File: config.mk
export PLATFORM = sky130hd
export DESIGN_NAME = scroll_window_select
export DESIGN_NICKNAME = d
export VERILOG_FILES = /design/src/rtl/scroll_window_select.sv
export SDC_FILE = /design/constraint.sdc
export NUM_CORES = 1
export LEC_CHECK = 0
export CAP_MARGIN = 20
export CELL_PAD_IN_SITES_DETAIL_PLACEMENT = 2
export CELL_PAD_IN_SITES_GLOBAL_PLACEMENT = 2
export CORE_ASPECT_RATIO = 1.75
export CORE_UTILIZATION = 32
export CTS_CLUSTER_DIAMETER = 60
export DETAILED_ROUTE_END_ITERATION = 8
export PLACE_DENSITY_LB_ADDON = 0.05
export SLEW_MARGIN = 20
export SYNTH_ARGS = -nofsm -noshare
export SYNTH_HDL_FRONTEND = slang
export SYNTH_SLANG_ARGS = --single-unit
File: constraint.sdc
create_clock -name clk -period 10.7 [get_ports clk]
set_clock_uncertainty 0.15 [all_clocks]
set_input_delay 1.605 -clock clk [delete_from_list [all_inputs] [get_ports clk]]
set_output_delay 1.605 -clock clk [all_outputs]
set_load 0.005 [all_outputs]
File: src/rtl/scroll_window_select.sv
// W-digit display window over an N-digit character buffer: cursor-follow, home and marquee.
// Optional end-of-scroll dwell enabled with `define MARQUEE_PAUSE_EN.
module scroll_window_select #(
   parameter int DIGIT_W     = 4,
   parameter int NUM_DIGITS  = 21,
   parameter int WIN_DIGITS  = 8,
   parameter int IDX_W       = 5,
   parameter int PAUSE_TICKS = 3
) (
   input  logic                          clk,
   input  logic                          rst_n,
   input  logic [NUM_DIGITS*DIGIT_W-1:0] buf_in,
   input  logic [IDX_W-1:0]              cursor,
   input  logic                          edit_en,
   input  logic                          auto_en,
   input  logic                          tick,
   output logic [WIN_DIGITS*DIGIT_W-1:0] win_out,
   output logic [IDX_W-1:0]              win_base,
   output logic [IDX_W-1:0]              cursor_rel,
   output logic                          cursor_vis
);

   localparam int WOUT   = WIN_DIGITS * DIGIT_W;
   localparam int HOME_I = NUM_DIGITS - WIN_DIGITS;

   localparam logic [IDX_W-1:0] HOME_B = IDX_W'(HOME_I);
   localparam logic [IDX_W:0]   LAST_X = (IDX_W+1)'(NUM_DIGITS - 1);
   localparam logic [IDX_W:0]   SPAN_X = (IDX_W+1)'(WIN_DIGITS - 1);

   if (WIN_DIGITS < 1 || WIN_DIGITS > NUM_DIGITS) begin : g_bad_win
      $error("scroll_window_select: WIN_DIGITS out of range");
   end
   if ((2 ** IDX_W) < NUM_DIGITS) begin : g_bad_idx
      $error("scroll_window_select: IDX_W too narrow");
   end
   if (PAUSE_TICKS < 0) begin : g_bad_pause
      $error("scroll_window_select: PAUSE_TICKS negative");
   end

   typedef enum logic [1:0] {
      ST_HOME,
      ST_FOLLOW,
      ST_MARQUEE
   } state_t;

   state_t state_q, state_d;

   logic [IDX_W-1:0] base_q, base_d;
   logic [IDX_W-1:0] rel_q, rel_d;
   logic [WOUT-1:0]  win_q, win_d;

   logic [IDX_W:0] base_x;
   logic [IDX_W:0] cur_x;
   logic [IDX_W:0] c_x;
   logic [IDX_W:0] hi_x;
   logic           move_ok;

   // edit_en wins over auto_en, so priority rather than unique.
   always_comb begin
      state_d = ST_HOME;
      priority case (1'b1)
         edit_en: state_d = ST_FOLLOW;
         auto_en: state_d = ST_MARQUEE;
         default: state_d = ST_HOME;
      endcase
   end

`ifdef MARQUEE_PAUSE_EN
   localparam int CNT_W = (PAUSE_TICKS < 1) ? 1 : $clog2(PAUSE_TICKS + 1);
   localparam logic [CNT_W-1:0] PAUSE_C = CNT_W'(PAUSE_TICKS);

   logic [CNT_W-1:0] cnt_q, cnt_d, cnt_cur;
   logic             at_end;
   logic             dwell;

   // Count held ticks at either end of the scroll range.
   always_comb begin
      cnt_cur = (state_q == ST_MARQUEE) ? cnt_q : '0;
      at_end  = (base_q == '0) || (base_q == HOME_B);
      dwell   = at_end && (cnt_cur < PAUSE_C);
      move_ok = !dwell;
      cnt_d   = cnt_cur;
      if (state_d != ST_MARQUEE) begin
         cnt_d = '0;
      end else if (tick) begin
         if (dwell) begin
            cnt_d = cnt_cur + CNT_W'(1);
         end else begin
            cnt_d = '0;
         end
      end
   end

   always_ff @(posedge clk or negedge rst_n) begin
      if (!rst_n) begin
         cnt_q <= '0;
      end else begin
         cnt_q <= cnt_d;
      end
   end
`else
   assign move_ok = 1'b1;
`endif

   always_comb begin
      base_x = {1'b0, base_q};
      cur_x  = {1'b0, cursor};
      c_x    = (cur_x > LAST_X) ? LAST_X : cur_x;
      hi_x   = base_x + SPAN_X;
      base_d = base_q;
      unique case (state_d)
         ST_FOLLOW: begin
            if (c_x > hi_x) begin
               base_d = IDX_W'(c_x - SPAN_X);
            end else if (c_x < base_x) begin
               base_d = IDX_W'(c_x);
            end else begin
               base_d = base_q;
            end
         end
         ST_MARQUEE: begin
            if (tick && move_ok) begin
               base_d = (base_q < HOME_B) ? base_q + IDX_W'(1) : '0;
            end
         end
         default: base_d = HOME_B;
      endcase
   end

   // Window slice is taken from the buffer presented this cycle.
   always_comb begin
      rel_d = '0;
      if (state_d == ST_FOLLOW) begin
         rel_d = IDX_W'(c_x - {1'b0, base_d});
      end
      win_d = WOUT'(buf_in >> (int'(base_d) * DIGIT_W));
   end

   always_ff @(posedge clk or negedge rst_n) begin
      if (!rst_n) begin
         state_q <= ST_HOME;
      end else begin
         state_q <= state_d;
      end
   end

   always_ff @(posedge clk or negedge rst_n) begin
      if (!rst_n) begin
         base_q <= HOME_B;
         rel_q  <= '0;
         win_q  <= '0;
      end else begin
         base_q <= base_d;
         rel_q  <= rel_d;
         win_q  <= win_d;
      end
   end

   assign win_out    = win_q;
   assign win_base   = base_q;
   assign cursor_rel = rel_q;
   assign cursor_vis = (state_q == ST_FOLLOW);

endmodule
* Word level (Yosys, flattened, before mapping)
Index checks and enable logic that the tools add are counted.
W data, S select, Z words.
** Operators by class
- $add $sub $neg :: 4
- Multiplexer cells :: 9
- Eq/ne operators :: 3
- $lt $le $gt $ge :: 4
- Shift operators :: 1
** Operator list (count)
- $shr A84 B7 Y32 :: 1
- $mux W5 :: 6
- $pmux W5 S2 :: 1
- $add A5 B3 Y6 const B :: 1
- $gt A5 B6 Y1 :: 1
- $add A5 B1 Y5 const B :: 1
- $gt A5 B5 Y1 const B :: 1
- $lt A5 B4 Y1 const B :: 1
- $lt A5 B5 Y1 :: 1
- $sub A5 B3 Y5 const B :: 1
- $sub A5 B5 Y5 :: 1
- $eq A2 B1 Y1 const B :: 2
- $mux W2 :: 2
- $eq A2 B2 Y1 const B :: 1
** Storage, ports and cells
- Input bits :: 94
- Logic and storage cells :: 25
- Output and inout bits :: 43
- Register bits after elaboration :: 44

* Logic depth before layout (Yosys ltp)
Gate-level depths: netlist of run 1.
- Depth after elaboration :: 8
- Depth in mapped cells :: 23
- Depth with buffers taken out :: 19

* Worst setup path before layout of run 1
OpenSTA, ideal clock, no wires.
- Path type :: input to register
- From :: input cursor[3]
- To :: register rel_q[4] (netlist: cursor_rel[4])
- Buffers on the path :: 5
- Cell stages on the path :: 22
- Slack :: 5.051 ns
- Arrival :: 5.378 ns
- Cell sequence :: buf_2 > o21ai_1 > nand2_1 > ha_1 > nand3_1 > o32a_1 > a22o_1 > buf_6 > mux2_4 > nand2_4 > inv_4 > buf_6 > buf_4 > buf_1 > ha_1 > fa_1 > inv_1 > a21o_1 > a21oi_1 > xnor2_1 > xnor2_1 > nor2_1
** On the way
- Longest elaborated chain between the ends :: 8
** Ends and longest elaborated chain
- from (decl) :: RTL line 13 : input logic [IDX_W-1:0] cursor,
- $gt A5 B5 Y1 :: RTL line 108 : c_x = (cur_x > LAST_X) ? LAST_X : cur_x;
- $mux W5 (*) :: RTL line 108
- $lt A5 B5 Y1 :: RTL line 115 : end else if (c_x < base_x) begin
- $mux W5 :: RTL line 115
- $mux W5 (*) :: RTL line 113 : if (c_x > hi_x) begin
- $pmux W5 S2 (*) :: RTL line 111 : unique case (state_d)
- via base_d[0] :: RTL line 48 : logic [IDX_W-1:0] base_q, base_d;
- $sub A5 B5 Y5 (*) :: RTL line 134 : rel_d = IDX_W'(c_x - {1'b0, base_d});
- $mux W5 (*) :: RTL line 133 : if (state_d == ST_FOLLOW) begin
- via rel_d[4] :: RTL line 49 : logic [IDX_W-1:0] rel_q, rel_d;
- to (signal assigned) :: RTL line 154 : rel_q <= rel_d;
- to (decl) :: RTL line 49
The timed path passes the listed nets; every way through them passes the cells marked *.

* Worst setup path in the final report of run 1
- From :: input cursor[4]
- To :: register win_q[14] (netlist: win_out[14])
** On the way
- Longest elaborated chain between the ends :: 7
** Ends and longest elaborated chain
- $gt A5 B5 Y1 :: RTL line 108
- $mux W5 (*) :: RTL line 108
- $lt A5 B5 Y1 :: RTL line 115
- $mux W5 :: RTL line 115
- $mux W5 (*) :: RTL line 113
- $pmux W5 S2 (*) :: RTL line 111
- $shr A84 B7 Y32 (*) :: RTL line 136 : win_d = WOUT'(buf_in >> (int'(base_d) * DIGIT_W));
- via win_d[14] :: RTL line 50 : logic [WOUT-1:0] win_q, win_d;
- to (signal assigned) :: RTL line 155 : win_q <= win_d;
- to (decl) :: RTL line 50
Marked as above.

==> results of run 1 <==
worst paths after layout:
check / to / startpoint / slack (ns)
max: win_out[14] / cursor[4] / 3.42
min: win_base[3] / win_base[3] / 1.07
max reg2reg: win_out[14] / win_base[0] / 4.43
min reg2reg: win_base[3] / win_base[3] / 1.07
max in group asynchronous: state_q[1] / rst_n / 8.66
min in group asynchronous: win_out[28] / rst_n / 1.26
cells by family (layout without fill, tap and decap cells):
| logic type | count (synthesis) | count (layout) | share of synthesized area |
|---|---|---|---|
| AO/OA/AOI/OAI | 169 | 169 | 0.209 |
| flip-flops | 44 | 44 | 0.192 |
| adder cells (fa/ha/maj) | 15 | 15 | 0.0334 |
| buffers and inverters | 71 | 172 | 0.0599 |
| multiplexers | 170 | 170 | 0.298 |
| XOR/XNOR | 12 | 12 | 0.0206 |
| AND/OR/NAND/NOR | 232 | 232 | 0.187 |
power by group through the flow:
stage               Combinational (W)  Sequential, W  Clock [W]
global route                  0.00257       0.000329   0.000198
CTS                           0.00239       0.000324   0.000195
global placement              0.00230       0.000323          0
detailed placement            0.00238       0.000325          0
floorplan                     0.00160       0.000301          0
finish                        0.00241       0.000322   0.000190
state kept, by name, indices dropped and copies added, names as in the netlist:
name,count
state_q,2
cursor_rel,5
win_out,32
win_base,5
final cells by class:
class                   count  area (sq um)  area share
multi-input cells         598          4340       0.586
repair buffers            146          1440       0.194
flip-flops and latches     44          1100       0.149
well taps                 231           289      0.0391
clock buffers               6           129      0.0174
inverters                  18          70.1     0.00947
clock inverters             2          35.0     0.00473
metal layers:
layer | GRT usage | up-vias
met2 | 0.594 | 225
li1 | - | 2873
met3 | 0.0365 | 102
met5 | 0 | -
met4 | 0.205 | 0
met1 | 0.317 | 3246
metrics by stage:
step / util / total power [W] / instances / setup slack (ns) / hold WS (ns)
6_report: 0.422 / 0.00292 / 1045 / 3.42 / 1.07
5_1_grt: 0.422 / 0.00310 / 1045 / 2.97 / 1.10
2_1_floorplan: - / 0.00190 / 713 / 5.05 / 1.02
3_3_place_gp: 0.412 / 0.00262 / 1036 / 3.42 / 1.03
4_1_cts: 0.422 / 0.00291 / 1045 / 3.51 / 1.05
3_5_place_dp: 0.413 / 0.00271 / 1037 / 3.16 / 1.04
worst reg2reg max path, stage by stage, from the launching register on:
cell       delay [ns]
dfstp_2          0.71
inv_1            0.19
ha_1             0.27
a21oi_1          0.19
xnor2_1          0.11
ha_1             0.38
o21ai_0          0.12
o21ai_0          0.33
a22o_1           0.49
mux2_4           0.34
nand2_4          0.46
inv_4            0.53
buf_4            0.74
mux2i_1          0.44
mux2i_1          0.17
a2111oi_0        0.44
a21oi_1          0.07
cell usage after synthesis (all sizes together), types with 4 or more instances:
cell type	count
mux2i	161
nand2	110
nand3	48
dfrtp	41
buf	37
o21ai	27
a21oi	26
nor2	26
clkbuf	16
inv	16
ha	13
o211ai	13
a31oi	12
nor3	12
a22oi	10
a32oi	9
and3	9
mux2	9
o22ai	9
a211o	8
a211oi	8
a21o	7
xnor2	7
and2	6
a2111oi	5
nand4	5
nor2b	5
o221ai	5
a21boi	4
a222oi	4
o2bb2ai	4
xor2	4
==> reports/results.env, run 1 <==
GLOBAL_ROUTE_WIRE_LENGTH_BEFORE_REPAIR_MM=43.6
HIGHEST_LAYER='met4'
NNETSFINAL=921
SYN_INST=713
INITIAL_ANTENNA_VIOLATION_COUNT=0
AREA.GROWTH.SYNTH_TO_FINAL_PCT=28.4
TIGHTEST_SLEW_NS=1.20
TOTAL_CONGESTION_OVERFLOW_AFTER_GLOBAL_ROUTING=0
YS_ASYNC_SR_FRACTION=1.00
YOSYS_WARNINGS=0
SETUP.WORST_PATH.START_CLASS='input pin'
SYN-NUM-NETS=821
CRITPATHMAXFANOUT=56
CP_COMMON_CELL='mux2i_1'
TCRIT_TCLK_FINAL=0.680
MAX_FREQ_MHz=137
VIAS_IN_THE_FIRST_GLOBAL_ROUTE=7347
CTS.SINK_COUNT=44
POST_SYNTH.CELL_AREA_AVG_SQ_UM=8.09
POWER.SHARE.CLOCK=0.065
FLOORPLAN.INITIALDENSITY=0.329
CTSRESIZECOUNT=0
MAX_CAP_VIOLATIONS=0
FINALWIRELENGTH_MM=28.7
SYNTH_TOP_CELLS_BY_AREA='mux2i_1, dfrtp_1, nand2_1'
H-TREE-DEPTH=2
NUM_VIAS=6446
COMB_POWER_SHARE=0.825
POST_DR_WIRELENGTH_CELL_UM=27.5
SYNTH_EDF_COUNT=0
DETAILEDROUTE.FIRSTITERATIONVIOLATIONS=310
CTS_HOLD_BUFFERS=0
WORSTPATHCELLLIST='clkdlybuf4s50_1 -> o21ai_1 -> nand2_1 -> ha_1 -> nor2_1 -> nand3_1 -> o22ai_1 -> a22o_1 -> mux2_4 -> nand2_4 -> inv_4 -> buf_4 -> mux2i_1 -> mux2i_1 -> a2111oi_0 -> a21oi_1'
BUFFERS_FROM_CLOCK_ROOT_TO_SINK_AT_MOST=2
TIMING.HOLD.WORST.CLASS='register to register'
PATH_CLK_SLEW_NS=0.06
SETUP.WORST_PATH.CLASS='input pin to register'
CRITICAL-PATH-SLOWEST-CELL='buf_4'
CLK_ROOT_BUFFER_CELL='clkbuf_16'
PEAKVDDDROP_V=0.000204
DRIVE_ABOVE_1_SHARE=0.0553
PLACE_CONGESTION=0.911
DRTPASS1ITERATIONS=5
CP.REQUIRED_NS=10.73
CHIPWIDTH_UM=103
POWER.SWITCHING_FRACTION=0.556
FILLCELLCOUNT=1988
CORE_FOOTPRINT_SQ_UM=17500
POST_DRT_VIA_CELL_RATIO=6.17
CTS.REPAIR_TIMING.SETUP_BUFFER_COUNT=0
CRIT_PATH_END_KIND='register'
RUN_STATUS='finished clean'
CRIT_CELLS=16
SYNTH.CELL_AREA_SQ_UM=5770
DIE_AREA_SQ_UM=18600
YOSYS_REGISTER_BITS=44
POWER.SHARE.SEQUENTIAL=0.110
YOSYS_MOST_USED_DFF='dfrtp_1'
SW_PWR_W=0.00162
TRITONCTS.NUM_BUFFERS=5
POST-SYNTH-TOP-AREA-FRACTION=0.278
ROUTE.ANTENNA.REMAINING_NETS=0
CRITPATHARRIVALTIME_NS=7.30
FLOORPLAN.IO_PINS=137
CLK-INSERTION-DELAY-LATE_NS=0.30
GRT_MAX_DEGREE=67
WL_MET3_UM=909
SETUP_VIOL=0
TIMING.CRITICAL_PATH.MAX_DELAY_FAMILY='buffers and inverters'
FINAL_COMMON_CELL='mux2i_1'
DPL-INSTANCE-AREA_SQ_UM=7240
FP-ROW-COUNT=64
RELSLEWSLACK=0.194
INTERNAL_POWER_CONSUMPTION_W=0.00130
YOSYSTOPAREACELL='mux2i_1'
GRTUSAGETOTAL=0.318
CRITPATHMAXSTAGEDELAY_NS=0.73
MOSTFREQUENTLAYOUTCELLS='mux2i_1, clkdlybuf4s50_1, nand2_1'
GRT_SETUP_UNREPAIRED='no'
TOTAL_LEAKAGE_POWER_nW=3.29
ANTENNADIODECOUNT=0
CP_BUF_INV_COUNT=3
SHORTEST_PERIOD_THE_WORST_PATH_ALLOWS_NS=7.28
WORSTHOLDPATHCELLS=3
TRITONCTS='done'
REG2REG_DEPTH=16
WL_MET2_MM=15.9
P_PER_AREA_nW_PER_UM2=395
FINALHOLDVIOLCOUNT=0
DP_HPWL_MM=21.4
DETAIL_ROUTE.DRC_VIOLATIONS=0
YS_SEQ_AREA_FRAC=0.192
REPORT.FINAL.SLEW_VIOL_COUNT=0
MET1_LENGTH_MM=10.1
DIE-HEIGHT_UM=180
SYNTH.LIB_CELLS_USED.DISTINCT=73
FINISH.INSTANCE_AREA_SQ_UM=7400
PORT-BUFFER-COUNT=136
FIN_TNS_SETUP_NS=0
(Power assumes the default switching activity.)
==> inputs of run 2 (changes only) <==
--- a/config.mk
+++ b/config.mk
@@ -9,7 +9,7 @@
 export CELL_PAD_IN_SITES_DETAIL_PLACEMENT = 2
 export CELL_PAD_IN_SITES_GLOBAL_PLACEMENT = 2
 export CORE_ASPECT_RATIO = 1.75
-export CORE_UTILIZATION = 32
+export CORE_UTILIZATION = 30
 export CTS_CLUSTER_DIAMETER = 60
 export DETAILED_ROUTE_END_ITERATION = 8
 export PLACE_DENSITY_LB_ADDON = 0.05
==> constraint.sdc (replaced) <==
create_clock -name clk -period 7.35 [get_ports clk]
set_clock_uncertainty 0.15 [all_clocks]
set_input_delay 1.1025 -clock clk [delete_from_list [all_inputs] [get_ports clk]]
set_output_delay 1.1025 -clock clk [all_outputs]
set_load 0.005 [all_outputs]
==> run 2 against run 1 <==
- global-route usage shrank 2.4 points
- final cell count increased by 2.0%
- utilization decreased by 2.0 points
- wire length is essentially flat
- total power is 47% higher
- design area is 1.5% higher
- critical path type unchanged
==> reports/results.env, run 2 (synthesis gave the netlist of run 1 again) <==
ANTENNADIODECOUNT=0  # unchanged
SHORTEST_PERIOD_THE_WORST_PATH_ALLOWS_NS=6.00
SETUP.WORST_PATH.START_CLASS='input pin'
FINISH.INSTANCE_AREA_SQ_UM=7510  # +1.5%
CRITICAL-PATH-SLOWEST-CELL='clkdlybuf4s50_1'
ROUTE.ANTENNA.REMAINING_NETS=0  # unchanged
TIMING.HOLD.WORST.CLASS='input pin to async pin'
NNETSFINAL=935  # +1.5%
RUN_STATUS='finished clean'
POWER.SHARE.CLOCK=0.055  # -0.010
PEAKVDDDROP_V=0.000351  # +72%
MAX_FFS_PER_REGISTER=32  # unchanged
FINAL_COMMON_CELL='mux2i_1'
DETAIL_ROUTE.DRC_VIOLATIONS=0  # unchanged
DRTPASS1ITERATIONS=4  # -1
AREA.GROWTH.SYNTH_TO_FINAL_PCT=30.3
CLK-INSERTION-DELAY-LATE_NS=0.30  # about the same
TIGHTEST_SLEW_NS=1.13  # -0.0733 ns
H-TREE-DEPTH=2  # unchanged
FIN_TNS_SETUP_NS=0  # unchanged
CTS.SINK_COUNT=44  # unchanged
POST_DRT_VIA_CELL_RATIO=6.02  # -2.4%
WORSTPATHCELLLIST='clkdlybuf4s50_1 -> o21ai_1 -> nand2_1 -> ha_1 -> nor2_1 -> nand3_1 -> o22ai_1 -> a22o_1 -> mux2_4 -> nand2_4 -> inv_4 -> ha_1 -> fa_1 -> inv_1 -> a21o_1 -> a21oi_1 -> xnor2_1 -> xnor2_1 -> nor2_1'
CLK_ROOT_BUFFER_CELL='clkbuf_16'
FINALWIRELENGTH_MM=28.7  # about the same
MOSTFREQUENTLAYOUTCELLS='mux2i_1, clkdlybuf4s50_1, nand2_1'
REG2REG_DEPTH=19  # +3
BUFFERS_FROM_CLOCK_ROOT_TO_SINK_AT_MOST=2  # unchanged
VIAS_IN_THE_FIRST_GLOBAL_ROUTE=7172  # -2.4%
MAX_CAP_VIOLATIONS=0  # unchanged
CORE_FOOTPRINT_SQ_UM=18700  # +6.4%
DIE_AREA_SQ_UM=19800  # +6.6%
CHIPWIDTH_UM=107  # +3.2%
TCRIT_TCLK_FINAL=0.817
COMB_POWER_SHARE=0.836  # +0.011
SW_PWR_W=0.00236  # +45%
TRITONCTS='done'
FINALHOLDVIOLCOUNT=0  # unchanged
CRIT_PATH_END_KIND='register'
PORT-BUFFER-COUNT=136  # unchanged
DP_HPWL_MM=22.1  # +3.5%
GRT_SETUP_UNREPAIRED='no'
POWER.SHARE.SEQUENTIAL=0.109  # about the same
FP-ROW-COUNT=66  # +3.1%
CRITPATHARRIVALTIME_NS=6.04  # -1.26 ns
FLOORPLAN.IO_PINS=137  # unchanged
GRTUSAGETOTAL=0.294  # -0.0240
CTSRESIZECOUNT=0  # unchanged
POST_DR_WIRELENGTH_CELL_UM=27.0  # -2.0%
SETUP_VIOL=0  # unchanged
CP.REQUIRED_NS=7.39  # -3.34 ns
CRITPATHMAXSTAGEDELAY_NS=0.65  # -0.08 ns
FLOORPLAN.INITIALDENSITY=0.309  # -0.0198
MAX_FREQ_MHz=167
CTS.REPAIR_TIMING.SETUP_BUFFER_COUNT=0  # unchanged
DRIVE_ABOVE_1_SHARE=0.0700  # +0.0148
NUM_VIAS=6418  # -0.43%
DPL-INSTANCE-AREA_SQ_UM=7370  # +1.9%
TOTAL_LEAKAGE_POWER_nW=3.36  # +2.0%
PATH_CLK_SLEW_NS=0.07  # about the same
SETUP.WORST_PATH.CLASS='input pin to register'
REPORT.FINAL.SLEW_VIOL_COUNT=0  # unchanged
PLACE_CONGESTION=0.926  # +1.7%
RELSLEWSLACK=0.242  # +0.0478
CTS_HOLD_BUFFERS=0  # unchanged
FINAL_DESIGN_UTILIZATION=0.402  # -0.0196
GRT_MAX_DEGREE=62  # -7.5%
GLOBAL_ROUTE_WIRE_LENGTH_BEFORE_REPAIR_MM=43.3  # -0.74%
TOTAL_CONGESTION_OVERFLOW_AFTER_GLOBAL_ROUTING=0  # unchanged
P_PER_AREA_nW_PER_UM2=571  # +45%
CRITPATHMAXFANOUT=28  # -50%
DETAILEDROUTE.FIRSTITERATIONVIOLATIONS=278  # -10%
POWER.SWITCHING_FRACTION=0.550  # -0.00639
TRITONCTS.NUM_BUFFERS=5  # unchanged
DIE-HEIGHT_UM=185  # +3.2%
INTERNAL_POWER_CONSUMPTION_W=0.00193  # +49%
INITIAL_ANTENNA_VIOLATION_COUNT=0  # unchanged
## run 2: changes by cell type in the layout (fill, tap and decap cells not counted), sizes merged
| cell | delta |
|---|---|
| buf | +14 |
| bufinv | -1 |
| clkbuf | +1 |
## run 2: layout make-up
class / instances / area, sq um
Fill cell: 2151 / 11200
Timing Repair Buffer: 160 / 1560
Inverter: 18 / 70.1
Tap cell: 238 / 298
Clock inverter: 1 / 5.00
Sequential cell: 44 / 1100
Clock buffer: 7 / 133
Multi-Input combinational cell: 598 / 4340
## run 2: worst paths after layout
kind                             start            end  slack [ns]
hold reg to reg            win_base[3]    win_base[3]        1.01
setup reg to reg           win_base[0]  cursor_rel[4]        1.90
min in group clk           win_base[3]    win_base[3]        1.01
setup / recovery             cursor[4]  cursor_rel[4]        1.35
max in group asynchronous        rst_n    win_base[1]        5.81
hold / removal                   rst_n    win_out[20]        0.74
## run 2: stage by stage
step	total power (W)	cells	setup slack [ns]	hold WS [ns]
finish	0.00429	1066	1.35	0.743
global route	0.00455	1066	0.986	0.803
floorplan	0.00277	713	2.20	0.657
detailed placement	0.00404	1058	1.04	0.998
global placement	0.00394	1058	1.21	0.988
CTS	0.00429	1066	1.34	0.788
## run 2: power by group through the flow
stage | Clock, W | Sequential [W] | Combinational, W
floorplan | 0 | 0.000438 | 0.00233
global placement | 0 | 0.000471 | 0.00347
detailed placement | 0 | 0.000475 | 0.00356
CTS | 0.000246 | 0.000472 | 0.00358
global route | 0.000250 | 0.000480 | 0.00382
finish | 0.000237 | 0.000468 | 0.00359
## run 2: per-layer routing
| layer | global-route usage | routed length (um) |
|---|---|---|
| met5 | 0 | 0 |
| met4 | 0.173 | 1450 |
| met3 | 0.0285 | 764 |
| met2 | 0.577 | 16400 |
| met1 | 0.293 | 10100 |
## run 2: worst max-delay path: cells and delay by family
family / cells / cell delay [ns]
xor+xnor: 2 / 0.31
fa+ha+maj: 3 / 1.04
compound gates: 5 / 1.30
mux: 1 / 0.43
buf+inv: 3 / 0.97
simple gates: 5 / 0.87
